==> config.mk <==
export PLATFORM = sky130hd
export DESIGN_NAME = alu_sequencer_flat
export DESIGN_NICKNAME = d
export VERILOG_FILES = /design/src/rtl/alu_seq_pkg.sv /design/src/rtl/alu_sequencer_if.sv /design/src/rtl/mem_timeout_ctr.sv /design/src/rtl/alu_sequencer.sv /design/src/flat_wrapper.sv
export SDC_FILE = /design/constraint.sdc
export NUM_CORES = 1
export LEC_CHECK = 0
export BUFFER_PORTS_ARGS = -buffer_cell sky130_fd_sc_hd__buf_2
export CAP_MARGIN = 25
export CORE_MARGIN = 4
export CORE_UTILIZATION = 40
export CTS_CLUSTER_DIAMETER = 30
export CTS_CLUSTER_SIZE = 28
export DETAILED_ROUTE_END_ITERATION = 8
export PLACE_DENSITY_LB_ADDON = 0.1
export SYNTH_ARGS = -nofsm -noshare
export SYNTH_HDL_FRONTEND = slang
export SYNTH_SLANG_ARGS = --single-unit
==> constraint.sdc <==
create_clock -name clk -period 4.3 [get_ports clk]
set_input_delay 0.86 -clock clk [delete_from_list [all_inputs] [get_ports clk]]
set_output_delay 0.86 -clock clk [all_outputs]
set_load 0.03 [all_outputs]
==> src/rtl/alu_seq_pkg.sv <==
// Shared definitions for the ALU execute sequencer: opcodes, FSM states,
// instruction field positions, opcode -> one-hot ALU select and flag enable.
// No logic of its own; imported by the sequencer and its interface users.
package alu_seq_pkg;

  typedef enum logic [4:0] {
    OP_NOP   = 5'd0,
    OP_ADD   = 5'd1,
    OP_SUB   = 5'd2,
    OP_CMP   = 5'd3,
    OP_AND   = 5'd4,
    OP_OR    = 5'd5,
    OP_XOR   = 5'd6,
    OP_NOT   = 5'd7,
    OP_NEG   = 5'd8,
    OP_SHL   = 5'd9,
    OP_SHR   = 5'd10,
    OP_ST    = 5'd11,
    OP_LD    = 5'd12,
    OP_MOV   = 5'd13,
    OP_LDUMP = 5'd14,
    OP_SDUMP = 5'd15
  } opcode_t;

  typedef logic [2:0] state_t;
  localparam state_t S_IDLE = 3'd0;
  localparam state_t S_EXEC = 3'd1;
  localparam state_t S_MEM  = 3'd2;
  localparam state_t S_DUMP = 3'd3;
  localparam state_t S_WB   = 3'd4;

  // Instruction word: [15:11] opcode, [10:8] rd, [7:5] rs, [4] use_imm, [3:0] imm
  localparam int OPC_LSB     = 11;
  localparam int RD_LSB      = 8;
  localparam int RS_LSB      = 5;
  localparam int USE_IMM_BIT = 4;
  localparam int IMM_LSB     = 0;

  // Opcode n (1..15) selects ALU op line n-1; NOP and illegal codes select nothing.
  function automatic logic [14:0] op_onehot(input logic [4:0] opc);
    logic [14:0] oh;
    oh = '0;
    if (opc != 5'd0 && !opc[4]) oh = 15'd1 << (opc - 5'd1);
    return oh;
  endfunction

  // Only the arithmetic/logic/shift group (ADD..SHR) updates C/Z/N.
  function automatic logic op_sets_flags(input logic [4:0] opc);
    return (opc >= 5'd1) && (opc <= 5'd10);
  endfunction

endpackage

==> src/rtl/alu_sequencer_if.sv <==
// Bundle of all non-clock signals around the sequencer: fetch handshake,
// register file ports, ALU ports, data memory port, dump port, status.
// master = sequencer side, slave = surrounding datapath / environment.
interface alu_sequencer_if #(
  parameter int DATA_W = 16
);
  logic              instr_valid;
  logic              instr_ready;
  logic [15:0]       instr;
  logic [2:0]        rf_raddr_a;
  logic [2:0]        rf_raddr_b;
  logic [DATA_W-1:0] rf_rdata_a;
  logic [DATA_W-1:0] rf_rdata_b;
  logic              rf_we;
  logic [2:0]        rf_waddr;
  logic [DATA_W-1:0] rf_wdata;
  logic [14:0]       alu_op;
  logic [DATA_W-1:0] alu_r1;
  logic [DATA_W-1:0] alu_r2;
  logic [DATA_W:0]   alu_result;
  logic              mem_req;
  logic              mem_we;
  logic [DATA_W-1:0] mem_addr;
  logic [DATA_W-1:0] mem_wdata;
  logic              mem_ack;
  logic [DATA_W-1:0] mem_rdata;
  logic              dump_valid;
  logic              dump_ready;
  logic [DATA_W-1:0] dump_data;
  logic [2:0]        flags;
  logic              illegal_op;
  logic              bus_err;

  modport master (
    input  instr_valid, instr, rf_rdata_a, rf_rdata_b, alu_result,
           mem_ack, mem_rdata, dump_ready,
    output instr_ready, rf_raddr_a, rf_raddr_b, rf_we, rf_waddr, rf_wdata,
           alu_op, alu_r1, alu_r2, mem_req, mem_we, mem_addr, mem_wdata,
           dump_valid, dump_data, flags, illegal_op, bus_err
  );

  modport slave (
    output instr_valid, instr, rf_rdata_a, rf_rdata_b, alu_result,
           mem_ack, mem_rdata, dump_ready,
    input  instr_ready, rf_raddr_a, rf_raddr_b, rf_we, rf_waddr, rf_wdata,
           alu_op, alu_r1, alu_r2, mem_req, mem_we, mem_addr, mem_wdata,
           dump_valid, dump_data, flags, illegal_op, bus_err
  );
endinterface

==> src/rtl/mem_timeout_ctr.sv <==
// Counts memory wait cycles; expire fires on the MAX-th enabled cycle.
// Latency: expire is combinational from count and en; load clears next edge.
// Ports: clk, rst (async high), load (clear), en (count), expire (out).
module mem_timeout_ctr #(
  parameter int MAX = 255
) (
  input  logic clk,
  input  logic rst,
  input  logic load,
  input  logic en,
  output logic expire
);
  localparam int W = $clog2(MAX + 1);

  logic [W-1:0] cnt;

  always_ff @(posedge clk or posedge rst) begin
    if (rst)       cnt <= '0;
    else if (load) cnt <= '0;
    else if (en)   cnt <= cnt + 1'b1;
  end

  // cnt holds the number of earlier ack-less cycles, so MAX-1 marks the last one.
  assign expire = en && (cnt == W'(MAX - 1));
endmodule

==> src/rtl/alu_sequencer.sv <==
// Multi-cycle execute controller: fetch handshake -> ALU -> mem/dump -> writeback.
// Latency: ALU op accepted at edge 0, EXEC cycle 1, WB cycle 2, ready in cycle 3.
// Backpressure: instr_ready only in IDLE; MEM waits on mem_ack (bounded), DUMP on dump_ready.
// Ports: clk, rst (async high), bus (alu_sequencer_if.master: all handshake/bus signals).
module alu_sequencer
  import alu_seq_pkg::*;
#(
  parameter int DATA_W      = 16,
  parameter int MEM_TIMEOUT = 255
) (
  input  logic            clk,
  input  logic            rst,
  alu_sequencer_if.master bus
);

  state_t            state;
  logic [15:0]       ir;
  logic [DATA_W:0]   res;
  logic [DATA_W-1:0] opa_q;
  logic [DATA_W-1:0] ld_q;
  logic [2:0]        flags_q;
  logic              ill_q;
  logic              berr_q;

  logic [4:0]        opc;
  logic [4:0]        new_opc;
  logic [DATA_W-1:0] imm_ext;
  logic              use_imm;
  logic              is_mem;
  logic              is_dump;
  logic              tmo_expire;

  assign opc     = ir[OPC_LSB +: 5];
  assign new_opc = bus.instr[OPC_LSB +: 5];
  assign use_imm = ir[USE_IMM_BIT];
  assign imm_ext = {{(DATA_W-4){1'b0}}, ir[IMM_LSB +: 4]};
  assign is_mem  = (opc == OP_LD)    || (opc == OP_ST);
  assign is_dump = (opc == OP_LDUMP) || (opc == OP_SDUMP);

  mem_timeout_ctr #(.MAX(MEM_TIMEOUT)) u_tmo (
    .clk    (clk),
    .rst    (rst),
    .load   (state == S_EXEC),
    .en     ((state == S_MEM) && !bus.mem_ack),
    .expire (tmo_expire)
  );

  always_ff @(posedge clk or posedge rst) begin
    if (rst) begin
      state   <= S_IDLE;
      ir      <= '0;
      res     <= '0;
      opa_q   <= '0;
      ld_q    <= '0;
      flags_q <= '0;
      ill_q   <= 1'b0;
      berr_q  <= 1'b0;
    end else begin
      ill_q  <= 1'b0;
      berr_q <= 1'b0;
      case (state)
        S_IDLE: begin
          if (bus.instr_valid) begin
            ir <= bus.instr;
            if (new_opc[4])            ill_q <= 1'b1;
            else if (new_opc != OP_NOP) state <= S_EXEC;
          end
        end
        S_EXEC: begin
          res   <= bus.alu_result;
          // rd value is kept for the store data phase, which is after the ALU cycle.
          opa_q <= bus.rf_rdata_a;
          if (is_mem)       state <= S_MEM;
          else if (is_dump) state <= S_DUMP;
          else              state <= S_WB;
        end
        S_MEM: begin
          // An ack on the last allowed cycle still completes the access.
          if (bus.mem_ack) begin
            if (opc == OP_LD) begin
              ld_q  <= bus.mem_rdata;
              state <= S_WB;
            end else begin
              state <= S_IDLE;
            end
          end else if (tmo_expire) begin
            berr_q <= 1'b1;
            state  <= S_IDLE;
          end
        end
        S_DUMP: begin
          if (bus.dump_ready) state <= (opc == OP_SDUMP) ? S_IDLE : S_WB;
        end
        S_WB: begin
          if (op_sets_flags(opc))
            flags_q <= {res[DATA_W], ~|res[DATA_W-1:0], res[DATA_W-1]};
          state <= S_IDLE;
        end
        default: state <= S_IDLE;
      endcase
    end
  end

  assign bus.instr_ready = (state == S_IDLE);
  assign bus.rf_raddr_a  = ir[RD_LSB +: 3];
  assign bus.rf_raddr_b  = ir[RS_LSB +: 3];

  assign bus.alu_op = (state == S_EXEC) ? op_onehot(opc) : '0;
  // Loads/stores form the address from rs + imm regardless of use_imm.
  assign bus.alu_r1 = (state != S_EXEC) ? '0 :
                      is_mem ? bus.rf_rdata_b : bus.rf_rdata_a;
  assign bus.alu_r2 = (state != S_EXEC) ? '0 :
                      (is_mem || use_imm) ? imm_ext : bus.rf_rdata_b;

  assign bus.mem_req   = (state == S_MEM);
  assign bus.mem_we    = (state == S_MEM) && (opc == OP_ST);
  assign bus.mem_addr  = (state == S_MEM) ? res[DATA_W-1:0] : '0;
  assign bus.mem_wdata = (state == S_MEM) ? opa_q : '0;

  assign bus.dump_valid = (state == S_DUMP);
  assign bus.dump_data  = (state == S_DUMP) ? res[DATA_W-1:0] : '0;

  assign bus.rf_we    = (state == S_WB) && (opc != OP_CMP);
  assign bus.rf_waddr = bus.rf_we ? ir[RD_LSB +: 3] : '0;
  assign bus.rf_wdata = !bus.rf_we ? '0 :
                        (opc == OP_LD) ? ld_q : res[DATA_W-1:0];

  assign bus.flags      = flags_q;
  assign bus.illegal_op = ill_q;
  assign bus.bus_err    = berr_q;

endmodule

==> src/flat_wrapper.sv <==
// flat-port wrapper written by rule: the top's interface ports become plain ports
module alu_sequencer_flat import alu_seq_pkg::*;
#(
  parameter int DATA_W      = 16,
  parameter int MEM_TIMEOUT = 255
)
  (clk, rst, bus_instr_valid, bus_instr, bus_rf_rdata_a, bus_rf_rdata_b, bus_alu_result, bus_mem_ack, bus_mem_rdata, bus_dump_ready, bus_instr_ready, bus_rf_raddr_a, bus_rf_raddr_b, bus_rf_we, bus_rf_waddr, bus_rf_wdata, bus_alu_op, bus_alu_r1, bus_alu_r2, bus_mem_req, bus_mem_we, bus_mem_addr, bus_mem_wdata, bus_dump_valid, bus_dump_data, bus_flags, bus_illegal_op, bus_bus_err);
  alu_sequencer_if #(.DATA_W(DATA_W)) bus_i ();
  input  logic clk;
  input  logic rst;
  input wire logic [$bits(bus_i.instr_valid)-1:0] bus_instr_valid;
  input wire logic [$bits(bus_i.instr)-1:0] bus_instr;
  input wire logic [$bits(bus_i.rf_rdata_a)-1:0] bus_rf_rdata_a;
  input wire logic [$bits(bus_i.rf_rdata_b)-1:0] bus_rf_rdata_b;
  input wire logic [$bits(bus_i.alu_result)-1:0] bus_alu_result;
  input wire logic [$bits(bus_i.mem_ack)-1:0] bus_mem_ack;
  input wire logic [$bits(bus_i.mem_rdata)-1:0] bus_mem_rdata;
  input wire logic [$bits(bus_i.dump_ready)-1:0] bus_dump_ready;
  output wire logic [$bits(bus_i.instr_ready)-1:0] bus_instr_ready;
  output wire logic [$bits(bus_i.rf_raddr_a)-1:0] bus_rf_raddr_a;
  output wire logic [$bits(bus_i.rf_raddr_b)-1:0] bus_rf_raddr_b;
  output wire logic [$bits(bus_i.rf_we)-1:0] bus_rf_we;
  output wire logic [$bits(bus_i.rf_waddr)-1:0] bus_rf_waddr;
  output wire logic [$bits(bus_i.rf_wdata)-1:0] bus_rf_wdata;
  output wire logic [$bits(bus_i.alu_op)-1:0] bus_alu_op;
  output wire logic [$bits(bus_i.alu_r1)-1:0] bus_alu_r1;
  output wire logic [$bits(bus_i.alu_r2)-1:0] bus_alu_r2;
  output wire logic [$bits(bus_i.mem_req)-1:0] bus_mem_req;
  output wire logic [$bits(bus_i.mem_we)-1:0] bus_mem_we;
  output wire logic [$bits(bus_i.mem_addr)-1:0] bus_mem_addr;
  output wire logic [$bits(bus_i.mem_wdata)-1:0] bus_mem_wdata;
  output wire logic [$bits(bus_i.dump_valid)-1:0] bus_dump_valid;
  output wire logic [$bits(bus_i.dump_data)-1:0] bus_dump_data;
  output wire logic [$bits(bus_i.flags)-1:0] bus_flags;
  output wire logic [$bits(bus_i.illegal_op)-1:0] bus_illegal_op;
  output wire logic [$bits(bus_i.bus_err)-1:0] bus_bus_err;
  assign bus_i.instr_valid = bus_instr_valid;
  assign bus_i.instr = bus_instr;
  assign bus_i.rf_rdata_a = bus_rf_rdata_a;
  assign bus_i.rf_rdata_b = bus_rf_rdata_b;
  assign bus_i.alu_result = bus_alu_result;
  assign bus_i.mem_ack = bus_mem_ack;
  assign bus_i.mem_rdata = bus_mem_rdata;
  assign bus_i.dump_ready = bus_dump_ready;
  assign bus_instr_ready = bus_i.instr_ready;
  assign bus_rf_raddr_a = bus_i.rf_raddr_a;
  assign bus_rf_raddr_b = bus_i.rf_raddr_b;
  assign bus_rf_we = bus_i.rf_we;
  assign bus_rf_waddr = bus_i.rf_waddr;
  assign bus_rf_wdata = bus_i.rf_wdata;
  assign bus_alu_op = bus_i.alu_op;
  assign bus_alu_r1 = bus_i.alu_r1;
  assign bus_alu_r2 = bus_i.alu_r2;
  assign bus_mem_req = bus_i.mem_req;
  assign bus_mem_we = bus_i.mem_we;
  assign bus_mem_addr = bus_i.mem_addr;
  assign bus_mem_wdata = bus_i.mem_wdata;
  assign bus_dump_valid = bus_i.dump_valid;
  assign bus_dump_data = bus_i.dump_data;
  assign bus_flags = bus_i.flags;
  assign bus_illegal_op = bus_i.illegal_op;
  assign bus_bus_err = bus_i.bus_err;
  alu_sequencer #(.DATA_W(DATA_W), .MEM_TIMEOUT(MEM_TIMEOUT)) u_core (.clk(clk), .rst(rst), .bus(bus_i));
endmodule
# Yosys cells after proc, flatten, opt, wreduce, memory -nomap -nowiden
# Cells that the tools add are included.
dict set report word_totals {
  wordCells 82
  out_inout_bits 130
  ff_bits 81
}
dict set report classes {
  shifts 1
  n_lt_le_gt_ge 2
  addsub 2
  reduce_logical 21
  mux 31
  n_eq_ne 16
}
# operator count
set op_table {}
lappend op_table {{two-way mux 16 bit} 9}
lappend op_table {{two-way mux 3 bit} 11}
lappend op_table {{two-way mux 15 bit} 2}
lappend op_table {{== test 5 x 4 -> 1 bit (second input constant)} 4}
lappend op_table {{two-way mux 8 bit} 2}
lappend op_table {{OR reduction 16 bit} 1}
lappend op_table {{left shift 1 x 5 -> 15 bit (first input constant)} 1}
lappend op_table {{one-hot mux 3 bit (4 select lines)} 1}
lappend op_table {{nonzero test 5 bit} 2}
lappend op_table {{adder 8 x 1 -> 8 bit (second input constant)} 1}
lappend op_table {{== test 8 bit (second input constant)} 1}
lappend op_table {{== test 3 x 2 -> 1 bit (second input constant)} 2}
lappend op_table {{logical AND 1 bit} 6}
lappend op_table {{two-way mux 1 bit} 6}
lappend op_table {{inequality test 2 bit (second input constant)} 3}
lappend op_table {{>= comparator 5 x 1 -> 1 bit (second input constant)} 1}
lappend op_table {{less-or-equal comparator 5 x 4 -> 1 bit (second input constant)} 1}
lappend op_table {{inequality test 5 x 2 -> 1 bit (second input constant)} 1}
lappend op_table {{AND reduction 5 bit} 1}
lappend op_table {{subtractor 5 x 1 -> 5 bit (second input constant)} 1}
lappend op_table {{AND reduction 2 bit} 2}
lappend op_table {{== test 3 x 1 -> 1 bit (second input constant)} 1}
lappend op_table {{== test 3 bit (second input constant)} 1}
lappend op_table {{zero test 1 bit} 3}
lappend op_table {{7 further kinds} 9}

# Depth between registers and ports, before layout
dict set report logic_depth {
  depth_word 6
  depth_mapped 7
}

# Modules after synthesis
# A second synthesis with hierarchy kept.
dict set report hier_totals {
  cells_unflattened 544
  area_unflattened_um2 4550.6
}
# module cells_per_inst instances seq_area_each_um2 area_per_inst_um2
set modules_own_cells {}
lappend modules_own_cells {alu_sequencer 502 1 1826.8 4131.5}
lappend modules_own_cells {mem_timeout_ctr 42 1 200.2 419.2}

# Worst setup path after synthesis
# OpenSTA, ideal clock, no wires.
dict set report synth_path {
  path_type {reg2out}
  startpoint {reg u_core.state[2]}
  endpoint {out bus_alu_op[12]}
  stages_incl_launch_ff 6
  t_required_ns 3.440
  path_buffers 2
  arrival_time_ns 1.955
  slack_ns 1.485
  cell_sequence {dfrtp_1 > buf_2 > nor3b_1 > clkbuf_1 > nand2_1 > nor3_1}
}
dict set report synth_between {
  elab_chain_cells 2
}
# item line_no
set synth_lines {}
lappend synth_lines {{start, declared} alu_sequencer.sv:16} ;# state_t state;
lappend synth_lines {{start signal, assigned} alu_sequencer.sv:92} ;# if (bus.dump_ready) state <= (opc == OP_SDUMP) ? S_IDLE : S_WB;
lappend synth_lines {{== test 3 x 1 -> 1 bit} alu_sequencer.sv:108} ;# assign bus.alu_op = (state == S_EXEC) ? op_onehot(opc) : '0;
lappend synth_lines {{two-way mux 15 bit} alu_sequencer.sv:108}
lappend synth_lines {{end, declared} flat_wrapper.sv:25} ;# output wire logic [$bits(bus_i.alu_op)-1:0] bus_alu_op;
# No other way between the ends.

# Worst setup path after layout
dict set report layout_path {
  startpoint {reg u_core.state[0]}
  endpoint {out bus_alu_op[1]}
}
# Same word-level chain as after synthesis.

==> results.json <==
{
  "cp_slowest_cell": "nor4_1",
  "outcome": "finished clean",
  "yosysSeqAreaShare_pct": 44.1,
  "intPower_uw": 1900,
  "coreArea_sq_um": 11000,
  "worstPathCellList": "or3b_4 -> nor4_1 -> nand2_1 -> nor2_1 -> buf_2",
  "finClkSkew_ns": 0.00475,
  "cts_tree": "built",
  "rows": 38,
  "die_x_um": 115,
  "track_usage_pct": 21.0,
  "cts_sinks": 81,
  "layout_min_cycle_time_ns": 3.70,
  "dp_hpwl_um": 10600,
  "critPathLaunchType": "flip-flop",
  "fin_util_pct": 54.7,
  "avgSynthCellArea_sq_um": 8.51,
  "drtIter0Drc": 281,
  "cap_violations": 0,
  "ctsResizeCount": 0,
  "regArea_sq_um": 2030,
  "ctsHoldBuffers": 0,
  "layout_commonest_cell": "buf_2",
  "synth_seq_cells": 81,
  "drt_pass1_iterations": 4,
  "swShare_pct": 38.5,
  "worst-setup-path-type": "flip-flop to output pin",
  "vias": 4462,
  "slew_violations": 0,
  "rsz0062_at_grt": "false",
  "post-cts-setup-buffers": 0,
  "syn_inst": 540,
  "crit_cells": 5,
  "antenna_found_initial": 0,
  "final_antenna_net_count": 0,
  "finalSetupViolCount": 0,
  "power_frac_seq_pct": 40.3,
  "final_cell_mix": "buf_2, nand2_1, dfrtp_1",
  "grt_pass1_vias": 4458,
  "insertion_delay_ns": 0.33,
  "min_path_cells": 2,
  "yosysWarnings": 0,
  "initial_core_util_pct": 41.7,
  "timing.setup.tns_ns": 0,
  "cts_htree_levels": 3,
  "grt_start_max_net_pins": 59,
  "area_delta_synth_final_pct": 31.3,
  "crit_fanout": 58,
  "synthFlopType": "dfrtp_1",
  "clock_path_buffers": 2,
  "use_met3_pct": 5.11,
  "die_height_um": 115,
  "clkPwrFrac_pct": 27.7,
  "io_pins": 216,
  "drc": 0,
  "grt_use_met1_pct": 27.5,
  "die_area_sq_um": 13300,
  "gp_congestion": 0.909,
  "clk_pin_slew_ns": 0.06,
  "grt_use_met2_pct": 34.0,
  "tightest_slew_ns": 0.787,
  "hold_ws_ns": 0.466,
  "synth-edff-count": 0,
  "relSlewSlack_pct": 47.5,
  "syn_area_sq_um": 4600,
  "max_freq_ghz": 0.270,
  "critPathBufInv": 1,
  "ys_async_sr_fraction_pct": 100,
  "power.density_nw_per_um2": 513,
  "synth_cell_types": 44,
  "drt-wirelength-per-cell_um": 16.3,
  "drive_above_1_share_pct": 37.9,
  "grt_overflow_total": 0,
  "fin_crit_sh_pct": 86.0,
  "vias_per_cell": 5.09,
  "path_delay_family": "simple AND/OR/NAND/NOR gates",
  "drt-total-wl_um": 14300,
  "combPwrFrac_pct": 32.0,
  "nFillCells": 1066,
  "p_switching_uw": 1190,
  "hold_viol_final": 0,
  "hold_path.class": "flip-flop to flip-flop",
  "slowest_delay_ns": 0.71,
  "leakage_uw": 0.00334,
  "cp_data_required_time_ns": 3.44,
  "multi_input_area_sq_um": 2350,
  "cts_buffers": 9,
  "synth_nets": 630,
  "num_antenna_cells": 0,
  "worstPathArrival_ns": 2.84,
  "nets": 823,
  "cts_root_buf": "clkbuf_16",
  "busiest_layer": "met2",
  "crit_path_end_kind": "output pin",
  "portBuffers": 215,
  "grt_pass1_wl_um": 22000,
  "reg2reg_depth": 4,
  "vdd_drop_max_mv": 0.228,
  "p_total_uw": 3090
}
==> final timing paths <==
check,start,to,slack [ns]
worst max register to register,u_core.ir[11],u_core.ld_q[7],1.79
min in group asynchronous,rst,u_core.ir[9],0.64
max in group asynchronous,rst,u_core.opa_q[4],2.70
worst min register to register,u_core.opa_q[0],u_core.opa_q[0],0.47
worst min-delay path,u_core.opa_q[0],u_core.opa_q[0],0.47
worst max-delay path,u_core.state[0],bus_alu_op[1],0.60
==> final cells by class <==
type | instances | area share (%)
inverters | 6 | 0.394
clock inverters | 6 | 1.78
multi-input cells | 414 | 39.0
flip-flops and latches | 81 | 33.6
repair buffers | 221 | 18.5
well taps | 140 | 2.90
clock buffers | 9 | 3.73
==> state kept, by name (all words and copies together), names as in the netlist <==
name / count
u_core.ld_q: 16
u_core.opa_q: 16
u_core.bus.illegal_op: 1
u_core.ir: 16
u_core.u_tmo.cnt: 8
u_core.res: 17
u_core.bus.flags: 3
u_core.bus.bus_err: 1
u_core.state: 3
==> Yosys cell counts, types with 3 or more instances <==
master | instances | area [sq um]
nand3b_1 | 6 | 45.0
o21ai_0 | 12 | 60.1
nand4_1 | 4 | 25.0
nand3_1 | 7 | 35.0
and2_1 | 67 | 419
ha_1 | 4 | 50.1
a21oi_1 | 41 | 205
mux2_2 | 24 | 270
nor3_1 | 9 | 45.0
nor2_1 | 17 | 63.8
buf_4 | 8 | 60.1
mux2_4 | 9 | 135
clkbuf_1 | 18 | 67.6
inv_1 | 6 | 22.5
nand2b_1 | 5 | 31.3
and3_1 | 3 | 18.8
nand2_1 | 175 | 657
dfrtp_1 | 81 | 2030
buf_2 | 9 | 45.0
nor4_1 | 6 | 37.5
==> metrics by stage <==
step                      std cells  cell area (sq um)  worst slack [ns]
after floorplan                 540               4600              1.36
after global placement          861               5690             0.887
after detailed placement        861               5690             0.752
after CTS                       876               6030             0.387
after global routing            877               6030             0.440
final                           877               6030             0.600
==> power groups by stage <==
stage                     logic [uW]  registers [uW]  clock network, uW
after CTS                        998            1240                870
after detailed placement         992            1250                  0
after global placement           978            1230                  0
final                            990            1250                857
after floorplan                  775            1150                  0
after global routing            1100            1280                900
==> cell families (layout without fill, tap and decap cells) <==
logic type / count (synthesis) / after routing / share of synthesized area, %
DFF: 81 / 81 / 44.1
xor gates and xnor gates: 3 / 3 / 0.572
muxes: 34 / 34 / 9.04
AOI/OAI and AO/OA: 60 / 60 / 7.38
and+or+nand+nor: 313 / 313 / 32.9
adders and majority gates: 4 / 4 / 1.09
buffers and inverters: 45 / 242 / 4.90
==> layer usage <==
layer  up-vias  share of wire [%]
li1       2149                  -
met1      2088                 44
met2       205                 46
met3        20                8.6
met4         0                1.7
met5         -                  0
==> worst register-to-register path, cell delays in order, from the launching register on <==
cell and delay (ns):
dfrtp_1 0.51, nor2_1 0.34, and3_1 0.73, nand3_4 0.39, mux2_4 0.41
No activity file was read; power rests on OpenSTA's default activity.
